$ cat src/rtl/iq_fifo_dual_pkg.sv
// Shared types and defaults for the dual-issue instruction queue.
// Optional perf counters are enabled by defining IQ_PERF_EN (see iq_fifo_dual.sv).
package iq_fifo_dual_pkg;

    localparam int IQ_DEPTH_DEFAULT = 8;
    localparam int IQ_PAYLOAD_W     = 128;
    localparam int IQ_REG_W         = 5;

    // Per-entry control fields the pairing logic needs to see.
    typedef struct packed {
        logic                is_alu;
        logic                priv;
        logic [IQ_REG_W-1:0] rd;
        logic [IQ_REG_W-1:0] rj;
        logic [IQ_REG_W-1:0] rk;
    } iq_ctrl_t;

    function automatic logic [1:0] popcount2(input logic [1:0] v);
        return {1'b0, v[0]} + {1'b0, v[1]};
    endfunction

endpackage

$ cat src/rtl/iq_fifo_dual_if.sv
// Decode->queue enqueue bus and queue->register-read issue bus.
// slave is the queue side, master is the ID/REG side.
interface iq_fifo_dual_if #(
    parameter int PAYLOAD = 128
);
    logic [1:0]         enq_valid;
    logic               enq_ready;
    logic [PAYLOAD-1:0] enq_payload0;
    logic [PAYLOAD-1:0] enq_payload1;
    logic [1:0]         enq_is_alu;
    logic [1:0]         enq_priv;
    logic [4:0]         enq_rd0, enq_rj0, enq_rk0;
    logic [4:0]         enq_rd1, enq_rj1, enq_rk1;

    logic [1:0]         iss_valid;
    logic               iss_ready;
    logic [PAYLOAD-1:0] iss_payload0;
    logic [PAYLOAD-1:0] iss_payload1;
    logic [1:0]         iss_is_alu;
    logic [1:0]         iss_priv;
    logic [4:0]         iss_rd0, iss_rj0, iss_rk0;
    logic [4:0]         iss_rd1, iss_rj1, iss_rk1;

    modport slave (
        input  enq_valid, enq_payload0, enq_payload1, enq_is_alu, enq_priv,
               enq_rd0, enq_rj0, enq_rk0, enq_rd1, enq_rj1, enq_rk1, iss_ready,
        output enq_ready, iss_valid, iss_payload0, iss_payload1, iss_is_alu, iss_priv,
               iss_rd0, iss_rj0, iss_rk0, iss_rd1, iss_rj1, iss_rk1
    );

    modport master (
        output enq_valid, enq_payload0, enq_payload1, enq_is_alu, enq_priv,
               enq_rd0, enq_rj0, enq_rk0, enq_rd1, enq_rj1, enq_rk1, iss_ready,
        input  enq_ready, iss_valid, iss_payload0, iss_payload1, iss_is_alu, iss_priv,
               iss_rd0, iss_rj0, iss_rk0, iss_rd1, iss_rj1, iss_rk1
    );
endinterface

$ cat src/rtl/iq_pair_check.sv
// Decides whether the two oldest queue entries may issue together.
// Register 0 is hardwired zero, so a write to it never creates a hazard.
module iq_pair_check
    import iq_fifo_dual_pkg::*;
(
    input  iq_ctrl_t i_old,
    input  iq_ctrl_t i_young,
    output logic     o_pair_ok
);
    logic w_hazard;

    assign w_hazard = (i_old.rd != '0) &
                      ((i_old.rd == i_young.rj) |
                       (i_old.rd == i_young.rk) |
                       (i_old.rd == i_young.rd));

    assign o_pair_ok = i_old.is_alu & i_young.is_alu &
                       ~i_old.priv & ~i_young.priv & ~w_hazard;
endmodule

$ cat src/rtl/iq_fifo_dual.sv
// Circular dual-issue instruction queue between decode and register read.
// Define IQ_PERF_EN to build the saturating single/dual issue counters.
module iq_fifo_dual
    import iq_fifo_dual_pkg::*;
#(
    parameter int DEPTH   = IQ_DEPTH_DEFAULT,
    parameter int PAYLOAD = IQ_PAYLOAD_W
) (
    input  logic          clk,
    input  logic          rstn,
    input  logic          flush,
    iq_fifo_dual_if.slave bus,
    output logic [31:0]   perf_dual,
    output logic [31:0]   perf_single
);
    localparam int AW = $clog2(DEPTH);

    logic [PAYLOAD-1:0] r_pl   [DEPTH];
    iq_ctrl_t           r_ctrl [DEPTH];
    logic [AW:0]        r_head, r_tail;

    logic [AW:0]   w_count;
    logic [AW-1:0] w_h0, w_h1, w_t0, w_t1;
    logic          w_enq_fire, w_pair_ok;
    logic [1:0]    w_iss_valid, w_n_enq, w_n_deq;
    iq_ctrl_t      w_enq_c0, w_enq_c1, w_c0, w_c1;

    assign w_count = r_tail - r_head;
    assign w_h0    = r_head[AW-1:0];
    assign w_h1    = w_h0 + AW'(1);
    assign w_t0    = r_tail[AW-1:0];
    assign w_t1    = w_t0 + AW'(1);

    // Credit comes from the registered count only; a same-cycle dequeue does not help.
    assign bus.enq_ready = (w_count <= (AW+1)'(DEPTH - 2));
    assign w_enq_fire    = bus.enq_ready & bus.enq_valid[0] & ~flush;
    assign w_n_enq       = w_enq_fire ? (bus.enq_valid[1] ? 2'd2 : 2'd1) : 2'd0;

    assign w_enq_c0 = '{is_alu: bus.enq_is_alu[0], priv: bus.enq_priv[0],
                        rd: bus.enq_rd0, rj: bus.enq_rj0, rk: bus.enq_rk0};
    assign w_enq_c1 = '{is_alu: bus.enq_is_alu[1], priv: bus.enq_priv[1],
                        rd: bus.enq_rd1, rj: bus.enq_rj1, rk: bus.enq_rk1};

    assign w_c0 = r_ctrl[w_h0];
    assign w_c1 = r_ctrl[w_h1];

    iq_pair_check u_pair_check (
        .i_old     (w_c0),
        .i_young   (w_c1),
        .o_pair_ok (w_pair_ok)
    );

    // Issue is suppressed in a flush cycle so REG never consumes a squashed entry.
    assign w_iss_valid[0] = (w_count != '0) & ~flush;
    assign w_iss_valid[1] = (w_count >= (AW+1)'(2)) & w_pair_ok & ~flush;
    assign w_n_deq        = bus.iss_ready ? popcount2(w_iss_valid) : 2'd0;

    always_ff @(posedge clk or negedge rstn) begin
        if (!rstn) begin
            r_head <= '0;
            r_tail <= '0;
        end else if (flush) begin
            r_head <= '0;
            r_tail <= '0;
        end else begin
            r_head <= r_head + (AW+1)'(w_n_deq);
            r_tail <= r_tail + (AW+1)'(w_n_enq);
        end
    end

    always_ff @(posedge clk) begin
        if (w_enq_fire) begin
            r_pl[w_t0]   <= bus.enq_payload0;
            r_ctrl[w_t0] <= w_enq_c0;
            if (bus.enq_valid[1]) begin
                r_pl[w_t1]   <= bus.enq_payload1;
                r_ctrl[w_t1] <= w_enq_c1;
            end
        end
    end

    // Slot1 fields read as zero unless the second entry is actually co-issued.
    assign bus.iss_valid    = w_iss_valid;
    assign bus.iss_payload0 = r_pl[w_h0];
    assign bus.iss_payload1 = w_iss_valid[1] ? r_pl[w_h1] : '0;
    assign bus.iss_is_alu   = {w_iss_valid[1] & w_c1.is_alu, w_c0.is_alu};
    assign bus.iss_priv     = {w_iss_valid[1] & w_c1.priv, w_c0.priv};
    assign bus.iss_rd0      = w_c0.rd;
    assign bus.iss_rj0      = w_c0.rj;
    assign bus.iss_rk0      = w_c0.rk;
    assign bus.iss_rd1      = w_iss_valid[1] ? w_c1.rd : '0;
    assign bus.iss_rj1      = w_iss_valid[1] ? w_c1.rj : '0;
    assign bus.iss_rk1      = w_iss_valid[1] ? w_c1.rk : '0;

`ifdef IQ_PERF_EN
    logic [31:0] r_perf_dual, r_perf_single;

    always_ff @(posedge clk or negedge rstn) begin
        if (!rstn) begin
            r_perf_dual   <= '0;
            r_perf_single <= '0;
        end else begin
            if ((w_n_deq == 2'd2) && (r_perf_dual != '1))
                r_perf_dual <= r_perf_dual + 32'd1;
            if ((w_n_deq == 2'd1) && (r_perf_single != '1))
                r_perf_single <= r_perf_single + 32'd1;
        end
    end

    assign perf_dual   = r_perf_dual;
    assign perf_single = r_perf_single;
`else
    assign perf_dual   = '0;
    assign perf_single = '0;
`endif

endmodule

$ cat src/flat_wrapper.sv
// flat-port wrapper written by rule: the top's interface ports become plain ports
module iq_fifo_dual_flat import iq_fifo_dual_pkg::*;
#(
    parameter int DEPTH   = IQ_DEPTH_DEFAULT,
    parameter int PAYLOAD = IQ_PAYLOAD_W
)
  (clk, rstn, flush, perf_dual, perf_single, bus_enq_valid, bus_enq_payload0, bus_enq_payload1, bus_enq_is_alu, bus_enq_priv, bus_enq_rd0, bus_enq_rj0, bus_enq_rk0, bus_enq_rd1, bus_enq_rj1, bus_enq_rk1, bus_iss_ready, bus_enq_ready, bus_iss_valid, bus_iss_payload0, bus_iss_payload1, bus_iss_is_alu, bus_iss_priv, bus_iss_rd0, bus_iss_rj0, bus_iss_rk0, bus_iss_rd1, bus_iss_rj1, bus_iss_rk1);
  iq_fifo_dual_if #(.PAYLOAD(PAYLOAD)) bus_i ();
  input  logic clk;
  input  logic rstn;
  input  logic flush;
  output logic [31:0] perf_dual;
  output logic [31:0] perf_single;
  input wire logic [$bits(bus_i.enq_valid)-1:0] bus_enq_valid;
  input wire logic [$bits(bus_i.enq_payload0)-1:0] bus_enq_payload0;
  input wire logic [$bits(bus_i.enq_payload1)-1:0] bus_enq_payload1;
  input wire logic [$bits(bus_i.enq_is_alu)-1:0] bus_enq_is_alu;
  input wire logic [$bits(bus_i.enq_priv)-1:0] bus_enq_priv;
  input wire logic [$bits(bus_i.enq_rd0)-1:0] bus_enq_rd0;
  input wire logic [$bits(bus_i.enq_rj0)-1:0] bus_enq_rj0;
  input wire logic [$bits(bus_i.enq_rk0)-1:0] bus_enq_rk0;
  input wire logic [$bits(bus_i.enq_rd1)-1:0] bus_enq_rd1;
  input wire logic [$bits(bus_i.enq_rj1)-1:0] bus_enq_rj1;
  input wire logic [$bits(bus_i.enq_rk1)-1:0] bus_enq_rk1;
  input wire logic [$bits(bus_i.iss_ready)-1:0] bus_iss_ready;
  output wire logic [$bits(bus_i.enq_ready)-1:0] bus_enq_ready;
  output wire logic [$bits(bus_i.iss_valid)-1:0] bus_iss_valid;
  output wire logic [$bits(bus_i.iss_payload0)-1:0] bus_iss_payload0;
  output wire logic [$bits(bus_i.iss_payload1)-1:0] bus_iss_payload1;
  output wire logic [$bits(bus_i.iss_is_alu)-1:0] bus_iss_is_alu;
  output wire logic [$bits(bus_i.iss_priv)-1:0] bus_iss_priv;
  output wire logic [$bits(bus_i.iss_rd0)-1:0] bus_iss_rd0;
  output wire logic [$bits(bus_i.iss_rj0)-1:0] bus_iss_rj0;
  output wire logic [$bits(bus_i.iss_rk0)-1:0] bus_iss_rk0;
  output wire logic [$bits(bus_i.iss_rd1)-1:0] bus_iss_rd1;
  output wire logic [$bits(bus_i.iss_rj1)-1:0] bus_iss_rj1;
  output wire logic [$bits(bus_i.iss_rk1)-1:0] bus_iss_rk1;
  assign bus_i.enq_valid = bus_enq_valid;
  assign bus_i.enq_payload0 = bus_enq_payload0;
  assign bus_i.enq_payload1 = bus_enq_payload1;
  assign bus_i.enq_is_alu = bus_enq_is_alu;
  assign bus_i.enq_priv = bus_enq_priv;
  assign bus_i.enq_rd0 = bus_enq_rd0;
  assign bus_i.enq_rj0 = bus_enq_rj0;
  assign bus_i.enq_rk0 = bus_enq_rk0;
  assign bus_i.enq_rd1 = bus_enq_rd1;
  assign bus_i.enq_rj1 = bus_enq_rj1;
  assign bus_i.enq_rk1 = bus_enq_rk1;
  assign bus_i.iss_ready = bus_iss_ready;
  assign bus_enq_ready = bus_i.enq_ready;
  assign bus_iss_valid = bus_i.iss_valid;
  assign bus_iss_payload0 = bus_i.iss_payload0;
  assign bus_iss_payload1 = bus_i.iss_payload1;
  assign bus_iss_is_alu = bus_i.iss_is_alu;
  assign bus_iss_priv = bus_i.iss_priv;
  assign bus_iss_rd0 = bus_i.iss_rd0;
  assign bus_iss_rj0 = bus_i.iss_rj0;
  assign bus_iss_rk0 = bus_i.iss_rk0;
  assign bus_iss_rd1 = bus_i.iss_rd1;
  assign bus_iss_rj1 = bus_i.iss_rj1;
  assign bus_iss_rk1 = bus_i.iss_rk1;
  iq_fifo_dual #(.DEPTH(DEPTH), .PAYLOAD(PAYLOAD)) u_core (.clk(clk), .rstn(rstn), .flush(flush), .bus(bus_i), .perf_dual(perf_dual), .perf_single(perf_single));
endmodule
$ cat config.mk
export PLATFORM = sky130hd
export DESIGN_NAME = iq_fifo_dual_flat
export DESIGN_NICKNAME = d
export VERILOG_FILES = /design/src/rtl/iq_fifo_dual_pkg.sv /design/src/rtl/iq_fifo_dual_if.sv /design/src/rtl/iq_pair_check.sv /design/src/rtl/iq_fifo_dual.sv /design/src/flat_wrapper.sv
export SDC_FILE = /design/constraint.sdc
export NUM_CORES = 2
export LEC_CHECK = 0
export BUFFER_PORTS_ARGS = -buffer_cell sky130_fd_sc_hd__buf_2
export CAP_MARGIN = 20
export CORE_MARGIN = 4
export CORE_UTILIZATION = 25
export DETAILED_ROUTE_END_ITERATION = 12
export PLACE_DENSITY = 0.49
export REMOVE_ABC_BUFFERS = 1
export SLEW_MARGIN = 10
export SYNTH_ARGS = -nofsm -noshare
export SYNTH_HDL_FRONTEND = slang
export SYNTH_HIERARCHICAL = 1
export SYNTH_SLANG_ARGS = --single-unit
export TNS_END_PERCENT = 5
$ cat constraint.sdc
create_clock -name clk -period 24.8 [get_ports clk]
set_input_delay 4.96 -clock clk [delete_from_list [all_inputs] [get_ports clk]]
set_output_delay 4.96 -clock clk [all_outputs]
set_load 0.005 [all_outputs]
==> metrics <==
outcome complete, no violations; hold-critical path depth 2; antenna violations before repair 87; Vias 42877; pin count of the biggest net entering global routing 112; Hold Violations, Final 0; CTS Hold Bufs 0; H-tree lvl count 4; total CTS buffers 154; final critical-path share of the clock period 0.492; Worst slew margin 0.300; routed len/inst 28.1 µm; die footprint 0.283 mm²; Synth top area share 0.508; Placeable Area 0.273 mm²; area growth from synthesis to layout 16.4%; CTS max path bufs 4; Detail Route Antenna Nets 0; clock sinks 1168; Setup Fix Bufs, Post-CTS 0; CTS-repair resized insts 0; row cnt 192; Tot Pwr 6.52 mW; area of the multi-input gates 0.0317 mm²; RSZ-0062 raised after global routing no; slowest cell delay on critical path 0.78 ns; IO Pins 653; overflow left after global routing 0; CP top delay family buffers and inverters; mux contribution to synthesized area 0.393; Worst R2R Path Depth 18; synthesized area 0.0686 mm²; dominant cell by count in the synthesized netlist edfxtp_1; Filler cells 27507; clock-pin slew on the worst setup and hold paths 0.06 ns; Vias per Instance 5.01; Hold Path Class reg2reg; Global Route Usage Sum 0.164; Syn Area/Cell 15.9 µm²; hold slack 0.570 ns; number of library cell types mapped by synthesis 40; Ys Warns 6; vias in the first global route 44762; ranking of synthesized cells by area edfxtp_1 51%, mux4_2 19%, mux2_2 15%; root buffer cell clkbuf_16; pwr/cell area 81.7 mW/mm²; Inst Count DP 8259; Critical Path AT 7.25 ns; ys async rst share 0.00685; first-iteration detailed-routing DRC count 3474; Synth Instances 4322; CP endpoint kind output port; Max Cap Viol 0; CP cell instances ha_4, buf_4, buf_4, mux4_2, nand2_1, nand2_1, xnor2_1, nand3_1, nor4_1, nor4_1, o311ai_4, buf_4, buf_4, a21oi_1, buf_2; Die W 532 µm; Nets 5135; FF/Latch Area 0.0350 mm²; fmax 81.9 MHz; Total Wirelength 241000 µm; startpoint types flip-flop; Tightest Pin Transition 1.05 ns; CP bufs+invs 5; die height 532 µm; Synth Area in XOR/XNOR 0.00367; final setup vio count 0; proportion of layout cells with a drive suffix above 1 0.533; Slowest cell on crit path ha_4; sequential area share after synthesis 0.511; Synth Area in Simple Gates 0.0454; Setup TNS 0 ns; global-route wire length before repair 340000 µm; fin. max-slew vios 0; main combinational cell family by area after synthesis multiplexers; placer congestion estimate 0.768; TritonCTS clock tree done; starting density of the core 0.251; clock latency at the later pin of the worst-skew pair 0.82 ns; Remaining DRCs 0; Post-synth EDFFs 1160; maximum VDD drop 0.0000526 V; Detailed Routing Iterations Pass 1 7; Final Skew 0.0503 ns; Required @ worst endpoint 19.84 ns; post-route minimum period 12.21 ns; Final Util 0.292; Final HPWL DP 143000 µm; Final Non-Filler Cells 8560; PortBufs 588; Crit Path Max Fanout 44; leakage 27.3 nW; Critical Path Most Common Cell buf_4; top cells by count, synth 1160 x edfxtp_1, 904 x mux2_2, 746 x nand2_1; critical setup path kind reg2out; register bit total from synthesis 1168; Adder-Cell Fraction of Synth Area 0.00270; critical path depth 15; Primary FF master, synth edfxtp_1; leading area contributor after synthesis edfxtp_1; post-synthesis compound-gate area fraction 0.0117
[final timing paths]
kind | from | slack (ns) | to
setup / recovery | u_core/r_head[0] | 12.59 | bus_iss_payload1[116]
hold / removal | u_core/r_head[3] | 0.57 | u_core/r_head[3]
setup reg to reg | u_core/r_head[0] | 18.17 | u_core/r_head[2]
hold reg to reg | u_core/r_head[3] | 0.57 | u_core/r_head[3]
max in group asynchronous | rstn | 20.58 | u_core/r_head[0]
min in group asynchronous | rstn | 3.99 | u_core/r_head[3]
[layout by cell type, fill, tap and decap left out, drive strengths merged]
cell type  synthesis  final
edfxtp          1160   1160
mux2            1160   1160
nand2            746    746
buf              293    690
mux4             580    580
clkbuf           112    192
a21oi            149    149
clkinv             0     65
conb               1     64
diode              0     33
xnor2             16     16
inv               10     14
xor2              11     11
nor2              11     11
ha                10     10
nor3              10     10
dfrtp              8      8
nand3              7      7
bufinv             0      5
nor2b              5      5
nor4               5      5
or2                5      5
or3                4      4
fa                 3      3
clkinvlp           0      2
nand4              2      2
and2               2      2
o41ai              2      2
o21bai             2      2
or4                2      2
nand2b             1      1
o21ai              1      1
nand3b             1      1
o211ai             1      1
or4b               1      1
o311ai             1      1
[kinds of logic after synthesis]
| family | count (synthesis) |
|---|---|
| other | 1 |
| AO/OA/AOI/OAI | 156 |
| AND/OR/NAND/NOR | 802 |
| adder cells (fa/ha/maj) | 13 |
| multiplexers | 1740 |
| XOR/XNOR | 27 |
| buffers and inverters | 415 |
| flip-flops | 1168 |
[worst reg2reg max path, stage by stage, from the launching register on]
cell	delay [ns]
dfrtp_4	0.69
ha_4	0.78
buf_4	0.77
buf_4	0.69
mux4_2	0.42
nand2_1	0.10
nand2_1	0.24
xnor2_1	0.21
nand3_1	0.07
nor4_1	0.05
nor4_1	0.72
o311ai_4	0.40
inv_1	0.16
ha_1	0.23
and2_1	0.17
ha_1	0.21
fa_1	0.41
xnor2_1	0.17
nor2_1	0.06
[where the power goes]
group          internal [mW]  switching, mW  total (mW)
clock network           1.21          0.904        2.12
logic                   1.01           1.08        2.08
registers               2.28         0.0448        2.32
total                   4.50           2.02        6.52
[layout make-up]
class,instances,share of cell area
Multi-Input combinational cell,2802,0.397
Antenna cell,33,0.00103
Tap cell,3589,0.0563
Clock buffer,192,0.0509
Timing Repair Buffer,690,0.0476
Inverter,10,0.000564
Sequential cell,1168,0.439
Clock inverter,76,0.00735
[flip-flops by register name (all words and copies together) (netlist names)]
register       count
u_core/r_pl     1024
u_core/r_ctrl    136
u_core/r_head      4
u_core/r_tail      4
[per-layer routing]
layer,share of wire,global-route usage,up-vias
met5,0.00096,0,-
met2,0.48,0.276,1581
met3,0.059,0.0290,384
met4,0.025,0.0460,34
met1,0.43,0.216,22777
li1,-,-,18101
[per-stage QoR]
step	area (µm²)	setup slack, ns
final	79800	12.59
after global routing	79800	12.15
after floorplan	66700	-16.97
after detailed placement	75100	12.78
after CTS	79700	12.39
after global placement	75100	12.89
(Power assumes the default switching activity.)
